--- src/rtl/fifo_rd_packer.sv ---
// Read-side consumer for the async FIFO: pops DSIZE-bit words from a fall-through
// read port and packs PACK of them into one valid/ready beat with byte-lane keep.
module fifo_rd_packer #(
    parameter int DSIZE = 8,
    parameter int PACK  = 4,
    parameter int CNTW  = 16
) (
    input  logic                  rclk,
    input  logic                  rrst,
    input  logic                  rempty,
    input  logic [DSIZE-1:0]      rdata,
    output logic                  rinc,
    input  logic                  flush,
    output logic [DSIZE*PACK-1:0] m_data,
    output logic [PACK-1:0]       m_keep,
    output logic                  m_valid,
    input  logic                  m_ready,
    output logic [CNTW-1:0]       word_cnt,
    output logic [CNTW-1:0]       beat_cnt
);

    localparam int              IDXW = (PACK > 1) ? $clog2(PACK) : 1;
    localparam logic [IDXW-1:0] LAST = IDXW'(PACK - 1);

    typedef enum logic [0:0] {
        FILL,
        OUT
    } state_t;

    state_t                state_q;
    logic [IDXW-1:0]       idx_q;
    logic [DSIZE*PACK-1:0] data_q;
    logic [PACK-1:0]       keep_q;
    logic                  valid_q;
    logic [CNTW-1:0]       word_cnt_q;
    logic [CNTW-1:0]       beat_cnt_q;

    logic pop;
    logic close_beat;

    // The pop decision must be combinational: the head word is captured on the same edge.
    always_comb begin
        // NOTE: every signal written here gets a default first so no latch is inferred.
        pop        = 1'b0;
        close_beat = 1'b0;
        if (!rrst) begin
            case (state_q)
                FILL: begin
                    pop        = !rempty;
                    close_beat = (pop && idx_q == LAST) || (flush && (idx_q != '0 || pop));
                end
                OUT:     pop = m_ready && !rempty;
                default: pop = 1'b0;
            endcase
        end
    end

    always_ff @(posedge rclk) begin
        // NOTE: all sequential state uses non-blocking assignments so every register
        // samples the pre-edge values regardless of statement order.
        if (rrst) begin
            state_q    <= FILL;
            idx_q      <= '0;
            data_q     <= '0;
            keep_q     <= '0;
            valid_q    <= 1'b0;
            word_cnt_q <= '0;
            beat_cnt_q <= '0;
        end else begin
            if (pop) begin
                word_cnt_q <= word_cnt_q + CNTW'(1);
            end
            case (state_q)
                FILL: begin
                    if (pop) begin
                        data_q[idx_q*DSIZE +: DSIZE] <= rdata;
                        keep_q[idx_q]                <= 1'b1;
                    end
                    if (close_beat) begin
                        state_q <= OUT;
                        valid_q <= 1'b1;
                        idx_q   <= '0;
                    end else if (pop) begin
                        idx_q <= idx_q + IDXW'(1);
                    end
                end
                OUT: begin
                    if (m_ready) begin
                        beat_cnt_q <= beat_cnt_q + CNTW'(1);
                        // Fresh beat: lane0 takes this cycle's pop, later assignments win.
                        data_q <= '0;
                        keep_q <= '0;
                        if (pop) begin
                            data_q[DSIZE-1:0] <= rdata;
                            keep_q[0]         <= 1'b1;
                        end
                        if (PACK == 1 && pop) begin
                            state_q <= OUT;
                            valid_q <= 1'b1;
                            idx_q   <= '0;
                        end else begin
                            state_q <= FILL;
                            valid_q <= 1'b0;
                            idx_q   <= pop ? IDXW'(1) : '0;
                        end
                    end
                end
                default: state_q <= FILL;
            endcase
        end
    end

    assign rinc     = pop;
    assign m_data   = data_q;
    assign m_keep   = keep_q;
    assign m_valid  = valid_q;
    assign word_cnt = word_cnt_q;
    assign beat_cnt = beat_cnt_q;

endmodule

--- config.mk ---
export PLATFORM = sky130hd
export DESIGN_NAME = fifo_rd_packer
export DESIGN_NICKNAME = d
export VERILOG_FILES = /design/src/rtl/fifo_rd_packer.sv
export SDC_FILE = /design/constraint.sdc
export NUM_CORES = 1
export LEC_CHECK = 0
export BUFFER_PORTS_ARGS = -buffer_cell sky130_fd_sc_hd__buf_2
export CORE_MARGIN = 5
export CORE_UTILIZATION = 45
export CTS_CLUSTER_SIZE = 24
export DETAILED_ROUTE_END_ITERATION = 10
export GPL_TIMING_DRIVEN = 0
export PLACE_DENSITY = 0.68
export SLEW_MARGIN = 10
export SYNTH_ARGS = -nofsm -noshare
export SYNTH_HDL_FRONTEND = slang
export SYNTH_SLANG_ARGS = --single-unit
--- constraint.sdc ---
create_clock -name rclk -period 2.9 [get_ports rclk]
set_input_delay 0.58 -clock rclk [delete_from_list [all_inputs] [get_ports rclk]]
set_output_delay 0.58 -clock rclk [all_outputs]
set_load 0.005 [all_outputs]
==> results of run 1 <==
-- routing by layer --
layer | routed length, um | up-vias
li1 | - | 1406
met1 | 3600 | 1306
met2 | 3660 | 59
met3 | 427 | 11
met4 | 114 | 0
met5 | 0 | -
-- state kept, by name, summed over array words and instances, names as in the netlist --
signal	cells
m_keep	4
state_q	1
idx_q	2
word_cnt	16
m_valid	1
m_data	32
beat_cnt	16
-- placed cells by master, fill, tap and decap left out, types with 10 or more instances in the layout --
| master | instances |
|---|---|
| buf_2 | 86 |
| dfxtp_1 | 72 |
| nor2_1 | 45 |
| nand2_1 | 27 |
| a21oi_1 | 23 |
| a22oi_1 | 19 |
| clkbuf_1 | 16 |
| nand3_1 | 16 |
| xnor2_1 | 14 |
| nand4_1 | 12 |
| clkbuf_8 | 10 |
-- final timing paths --
| check | startpoint | to | slack, ns | cells after the start |
|---|---|---|---|---|
| setup / recovery | idx_q[0]$_SDFFE_PP0P_ | m_data[16]$_SDFFE_PP0P_ | 0.38 | 6 |
| hold / removal | m_data[11]$_SDFFE_PP0P_ | m_data[11]$_SDFFE_PP0P_ | 0.46 | 2 |
| setup reg to reg | idx_q[0]$_SDFFE_PP0P_ | m_data[16]$_SDFFE_PP0P_ | 0.38 | 6 |
| hold reg to reg | m_data[11]$_SDFFE_PP0P_ | m_data[11]$_SDFFE_PP0P_ | 0.46 | 2 |
-- synth_stat cells, drive strengths merged --
master,n,area [um^2]
mux2,1,11.3
or3,7,43.8
and3,3,18.8
a2111oi,1,27.5
or4b,3,30.0
o211ai,2,15.0
nand2,27,101
buf,4,20.0
nand4,12,75.1
or2,3,18.8
or3b,1,8.76
xor2,4,35.0
nor4,6,52.6
nand3b,1,7.51
a22o,8,70.1
o31ai,4,30.0
nand2b,4,25.0
nor3b,2,15.0
a22oi,19,143
a21oi,23,115
and4,4,35.0
a21o,1,7.51
a211oi,2,15.0
or4,5,37.5
inv,5,18.8
o21bai,1,7.51
clkbuf,15,56.3
xnor2,14,123
dfxtp,72,1440
mux2i,1,10.0
and2,3,18.8
nor4b,1,8.76
nor2b,2,12.5
ha,8,100
nor3,3,15.0
o311ai,1,8.76
nand3,16,80.1
nor2,45,169
o21ai,6,30.0
-- worst min-delay path, cell delays in order, from the launching register on --
cell	delay, ns
dfxtp_1	0.31
nand2_1	0.05
a21oi_1	0.05
-- per-stage QoR --
stage | util (%) | instances | power [W]
floorplan | - | 340 | 0.00115
global placement | 53.1 | 502 | 0.00121
detailed placement | 53.1 | 502 | 0.00121
CTS | 56.1 | 518 | 0.00199
global route | 56.1 | 518 | 0.00206
finish | 56.1 | 518 | 0.00198
-- layout make-up --
| class | instances | area [um^2] | area share [%] |
|---|---|---|---|
| sequential | 72 | 1440 | 38.3 |
| tap | 80 | 100 | 2.66 |
| clock inverter | 5 | 56.3 | 1.50 |
| multi-input combinational | 244 | 1520 | 40.4 |
| inverter | 5 | 18.8 | 0.498 |
| buffer | 19 | 76.3 | 2.03 |
| clock buffer | 11 | 141 | 3.75 |
| timing repair buffer | 82 | 410 | 10.9 |
-- power by group through the flow --
| stage | Sequential [W] | Clock, W | Combinational, W |
|---|---|---|---|
| floorplan | 0.00105 | 0 | 0.0000961 |
| global placement | 0.00105 | 0 | 0.000159 |
| detailed placement | 0.00105 | 0 | 0.000161 |
| CTS | 0.00103 | 0.000803 | 0.000162 |
| global route | 0.00103 | 0.000850 | 0.000182 |
| finish | 0.00103 | 0.000786 | 0.000161 |
-- logic make-up (layout without fill, tap and decap cells) --
| group | Yosys count | after routing | synth area share, % |
|---|---|---|---|
| mux | 2 | 2 | 0.696 |
| xor+xnor | 18 | 18 | 5.16 |
| flops | 72 | 72 | 47.1 |
| buf+inv | 24 | 122 | 3.11 |
| compound gates | 68 | 68 | 15.3 |
| simple gates | 148 | 148 | 25.3 |
| fa+ha+maj | 8 | 8 | 3.27 |
==> summary.txt, run 1 <==
Outcome
  • Status: complete, no violations

Global routing
  • Grt total ovfl: 0
  • Total track usage: 19.0%
  • Met2 usage: a little under a third
  • Largest net degree at the start of global routing: 13
  • Top Usage Layer GRT: met2
  • Vias in the first global route: ~2800
  • Initial antenna violation count: 0
  • GR Util met1: 23.6%
  • Met3 Use GR: under 10%
  • First-pass GRT wire length: 13100 um

Critical path
  • Largest stage delay on the critical path: 0.60 ns
  • Critical-path cell list: inv_1 > ha_1 > or3b_2 > a2111oi_4 > a22oi_1 > nor2_1
  • CP Buf/Inv Count: 1
  • CP max FO: 9
  • Critical Path RT: around 3.2 ns
  • Slowest cell on crit path: a2111oi_4
  • Worst EP arrival: ~2.8 ns
  • Crit. End Element: flop
  • Largest delay share family, worst path: compound AO/OA/AOI/OAI gates
  • Nature of the critical path startpoint: flop
  • Kind of critical path: reg2reg

Power
  • Pwr Density: 525 nW/um^2
  • Switch share: about a quarter
  • Clock group share of total power: ~40%
  • Comb power frac: 8.1%
  • Leak: 1.56 nW
  • Pint: 0.00149 W
  • Maximum vdd drop: 0.264 mV
  • Sequential power share: 52.1%
  • Psw: a little under 0.0005 W

Cells and area
  • Fraction of layout cells with a size suffix above 1: 24.2%
  • Nets@finish: 454
  • Final instance area: 3770 um^2
  • Inserted Diodes: 0
  • Area growth, synth to finish: 23.2%
  • # fillers: 660

Clock network
  • Setup bufs post-CTS: 0
  • # clock sinks: between 70 and 80
  • Cts bufs inserted: 9
  • H-tree depth: 3
  • CTS tree: done
  • # resized after CTS: 0
  • Max Root-Sink Buffers: 2
  • Clock Tree Root: clkbuf_8
  • Clock latency on the worst-skew pair: 0.34 ns
  • CTS Hold Bufs: 0
  • Reg clk slew, reported paths: about 0.08 ns

Routing
  • DR iter-0 viols: approximately 120
  • Vias/cell: around 5.4
  • TritonRoute pass-1 iters: 4
  • WL final: 7800 um
  • Routed Antenna Nets: 0
  • Post-route DRC: 0
  • Vias: ~2800
  • Drt wl/cell: between 15 and 20 um

STA
  • Hold Vio Cnt, Final: 0
  • Final worst slack: between 0.3 and 0.4 ns
  • RSZ-0062 raised after global routing: false
  • Crit share post-route: 86.9%
  • Setup TNS: 0 ns
  • Final setup violation count: 0
  • Final slew viol count: 0
  • Fin crit period: 2.52 ns
  • Fmax: around 0.4 GHz
  • Max_slew headroom: between 40% and 50%
  • Min Hold Slack: 0.456 ns
  • Worst slew pin tran: 0.855 ns
  • Setup Skew: 0.00725 ns

Die
  • Std-Cell Rows: 30
  • Die Ht: 92.4 um
  • Initial Util: 45.5%
  • DIE AREA: 8540 um^2
  • Core ar.: 6720 um^2
  • I/O Pins: 83
  • Die width: between 90 and 100 um

Logic synthesis
  • Sequential share of the synthesized area: 47.1%
  • Syn_nets: between 300 and 400
  • Cell variety after synth: 41
  • Post-Syn Area: 3060 um^2
  • Post-Syn Instances: 340
  • Avg Synthesized Cell Area: 8.99 um^2
  • Yosys warning count: 0
  • Number of synthesized register bits: 72

Placed design
  • Post-Place Cell Area: roughly 3600 um^2
  • Placer congestion estimate: 0.860
  • Port Buffer Count: 82
  • Dpl ws: 0.449 ns
  • HPWL after detailed placement: 5730 um

Job
  • Max-cap violations: 0

Worst hold path
  • Worst min-delay path class: reg2reg
(Power assumes the default switching activity.)
==> inputs of run 2 (changes only) <==
--- a/config.mk
+++ b/config.mk
@@ -6,12 +6,14 @@
 export NUM_CORES = 1
 export LEC_CHECK = 0
 export BUFFER_PORTS_ARGS = -buffer_cell sky130_fd_sc_hd__buf_2
+export CELL_PAD_IN_SITES_DETAIL_PLACEMENT = 0
+export CELL_PAD_IN_SITES_GLOBAL_PLACEMENT = 2
 export CORE_MARGIN = 5
-export CORE_UTILIZATION = 45
+export CORE_UTILIZATION = 30
 export CTS_CLUSTER_SIZE = 24
 export DETAILED_ROUTE_END_ITERATION = 10
 export GPL_TIMING_DRIVEN = 0
-export PLACE_DENSITY = 0.68
+export PLACE_DENSITY = 0.76
 export SLEW_MARGIN = 10
 export SYNTH_ARGS = -nofsm -noshare
 export SYNTH_HDL_FRONTEND = slang
==> run 2 against run 1 <==
Effect of this change:
- via count shrank 0.72%
- die area up 44%
- clock-buffer cell count decreased by 1
- wire length is 11% higher
- register-to-register slack worse by 0.05 ns
- critical endpoint is now m_data[19]$_SDFFE_PP0P_
- largest cell class unchanged
==> summary.txt, run 2 (synthesized netlist as in run 1, its figures left out) <==
Clock network
  • Max Root-Sink Buffers: 2 (unchanged)
  • CTS Hold Bufs: 0 (unchanged)
  • Clock latency on the worst-skew pair: 0.35 ns (about the same)
  • Setup bufs post-CTS: 0 (unchanged)
  • H-tree depth: 3 (unchanged)
  • CTS tree: done
  • # resized after CTS: 0 (unchanged)
  • Reg clk slew, reported paths: 0.08 ns (about the same)
  • Clock Tree Root: clkbuf_8
  • Cts bufs inserted: 9 (unchanged)
  • # clock sinks: 72 (unchanged)

Critical path
  • R2R depth: 6 (unchanged)
  • Critical R2R Launch: idx_q[0]$_SDFFE_PP0P_
  • Kind of critical path: reg2reg
  • Crit. End Element: flop
  • R2R Setup Slk: 0.32 ns (-0.05 ns)
  • Largest stage delay on the critical path: 0.62 ns (+0.02 ns)
  • Worst EP arrival: 2.86 ns (+0.06 ns)
  • Crit path from: idx_q[0]$_SDFFE_PP0P_
  • Reg2reg end: m_data[19]$_SDFFE_PP0P_
  • Nature of the critical path startpoint: flop
  • CP max FO: 9 (unchanged)
  • Critical-path cell list: inv_1 > ha_1 > or3b_2 > a2111oi_4 > a22oi_1 > nor2_1
  • Largest delay share family, worst path: compound AO/OA/AOI/OAI gates
  • Crit path capture: m_data[19]$_SDFFE_PP0P_
  • Critical Path RT: 3.18 ns (about the same)
  • CP Buf/Inv Count: 1 (unchanged)
  • Critical Path Stages: 6 (unchanged)
  • Slowest cell on crit path: a2111oi_4

STA
  • Hold Vio Cnt, Final: 0 (unchanged)
  • Fmax: 0.388 GHz (-2.1%)
  • RSZ-0062 raised after global routing: false
  • Crit share post-route: 88.8% (+1.9 points)
  • Worst slew pin tran: 1.03 ns (+0.172 ns)
  • Setup TNS: 0 ns (unchanged)
  • Max_slew headroom: 31.1% (-12 points)
  • Setup Skew: 0.00672 ns (-0.000524 ns)
  • Final setup violation count: 0 (unchanged)
  • Fin crit period: 2.58 ns (+0.0544 ns)
  • Final slew viol count: 0 (unchanged)

Cells and area
  • Inserted Diodes: 0 (unchanged)
  • Fraction of layout cells with a size suffix above 1: 24.4% (+0.23 points)
  • Final std cells w/o fill: 571 (+10%)
  • Area growth, synth to finish: 27.9%
  • Max FFs per register: 32 (unchanged)
  • Nets@finish: 454 (unchanged)
  • Commonest non-fill, non-tap cell in the layout: buf_2
  • Most frequent cells in the layout: 86 x buf_2, 72 x dfxtp_1, 45 x nor2_1, 27 x nand2_1, 23 x a21oi_1

Placed design
  • HPWL after detailed placement: 6370 um (+11%)
  • Placer congestion estimate: 0.760 (-12%)
  • Number of cells after detailed placement: 555 (+11%)
  • Port Buffer Count: 82 (unchanged)

Worst hold path
  • Worst min-delay path class: reg2reg

Global routing
  • Grt total ovfl: 0 (unchanged)
  • Total track usage: 13.8% (-5.1 points)
  • Largest net degree at the start of global routing: 14 (+1)
  • GR Util met1: 18.5% (-5.1 points)
  • Vias in the first global route: 2630 (-5.1%)
  • Met3 Use GR: 4.20% (-0.26 points)
  • First-pass GRT wire length: 13900 um (+5.6%)
  • Met2 usage: 21.5% (-10 points)
  • Initial antenna violation count: 1 (+1)
  • Top Usage Layer GRT: met2

Die
  • Std-Cell Rows: 36 (+20%)
  • I/O Pins: 83 (unchanged)
  • Die Ht: 111 um (+20%)
  • DIE AREA: 12300 um^2 (+44%)
  • Initial Util: 31.0% (-15 points)
  • Die width: 111 um (+20%)
  • Core ar.: 9860 um^2 (+47%)

Routing
  • Vias: 2762 (-0.72%)
  • WL final: 8620 um (+11%)
  • Drt wl/cell: 15.1 um (+0.29%)
  • Post-route DRC: 0 (unchanged)
  • TritonRoute pass-1 iters: 4 (unchanged)
  • Routed Antenna Nets: 0 (unchanged)
  • Vias/cell: 4.84 (-9.9%)
  • DR iter-0 viols: 110 (-6.0%)

Job
  • Max-cap violations: 0 (unchanged)

Outcome
  • Status: complete, no violations

Power
  • Maximum vdd drop: 0.256 mV (-3.0%)
  • Pwr Density: 582 nW/um^2 (+11%)
  • Leak: 1.60 nW (+2.4%)
[run 2: area by class of cell]
class / count / area [um^2]
multi-input combinational: 244 / 1520
buffer: 19 / 76.3
inverter: 5 / 18.8
tap: 133 / 166
sequential: 72 / 1440
clock buffer: 10 / 138
clock inverter: 6 / 138
fill: 1057 / 5950
timing repair buffer: 82 / 410
[run 2: where the power goes]
| part | internal (W) | total (W) | switching [W] |
|---|---|---|---|
| Clock | 0.000688 | 0.00108 | 0.000395 |
| Sequential | 0.00101 | 0.00103 | 0.0000206 |
| Combinational | 0.0000613 | 0.000164 | 0.000103 |
[run 2: layer usage]
metal	up-vias	share of wire, %
met5	-	0.081
met4	2	1.1
met3	7	4.7
met2	58	45
met1	1290	49
li1	1405	-
[run 2: worst register-to-register path: stages, from the launching register on]
cell and delay, ns:
dfxtp_1 0.58, inv_1 0.18, ha_1 0.37, or3b_2 0.51
a2111oi_4 0.62, a22oi_1 0.13, nor2_1 0.12
[run 2: metrics by stage]
step	hold WS, ns	total power, W	setup slack (ns)	utilization (%)	area (um^2)
final	0.458	0.00228	0.325	39.6	3910
after global routing	0.475	0.00237	0.193	39.6	3910
after CTS	0.462	0.00231	0.363	39.6	3910
after detailed placement	0.441	0.00122	0.392	36.8	3630
after global placement	0.439	0.00122	0.402	36.8	3630
after floorplan	0.448	0.00115	0.752	-	3060
[run 2: how the worst min path moves through the flow]
| stage | start | endpoint | slack (ns) | cells after the start |
|---|---|---|---|---|
| 5_1_grt | m_data[13]$_SDFFE_PP0P_ | m_data[13]$_SDFFE_PP0P_ | 0.48 | 2 |
| 3_5_place_dp | m_data[13]$_SDFFE_PP0P_ | m_data[13]$_SDFFE_PP0P_ | 0.44 | 2 |
| 3_3_place_gp | m_data[13]$_SDFFE_PP0P_ | m_data[13]$_SDFFE_PP0P_ | 0.44 | 2 |
| 6_report | m_data[8]$_SDFFE_PP0P_ | m_data[8]$_SDFFE_PP0P_ | 0.46 | 2 |
| 2_1_floorplan | m_data[10]$_SDFFE_PP0P_ | m_data[10]$_SDFFE_PP0P_ | 0.45 | 2 |
| 4_1_cts | m_data[13]$_SDFFE_PP0P_ | m_data[13]$_SDFFE_PP0P_ | 0.46 | 2 |
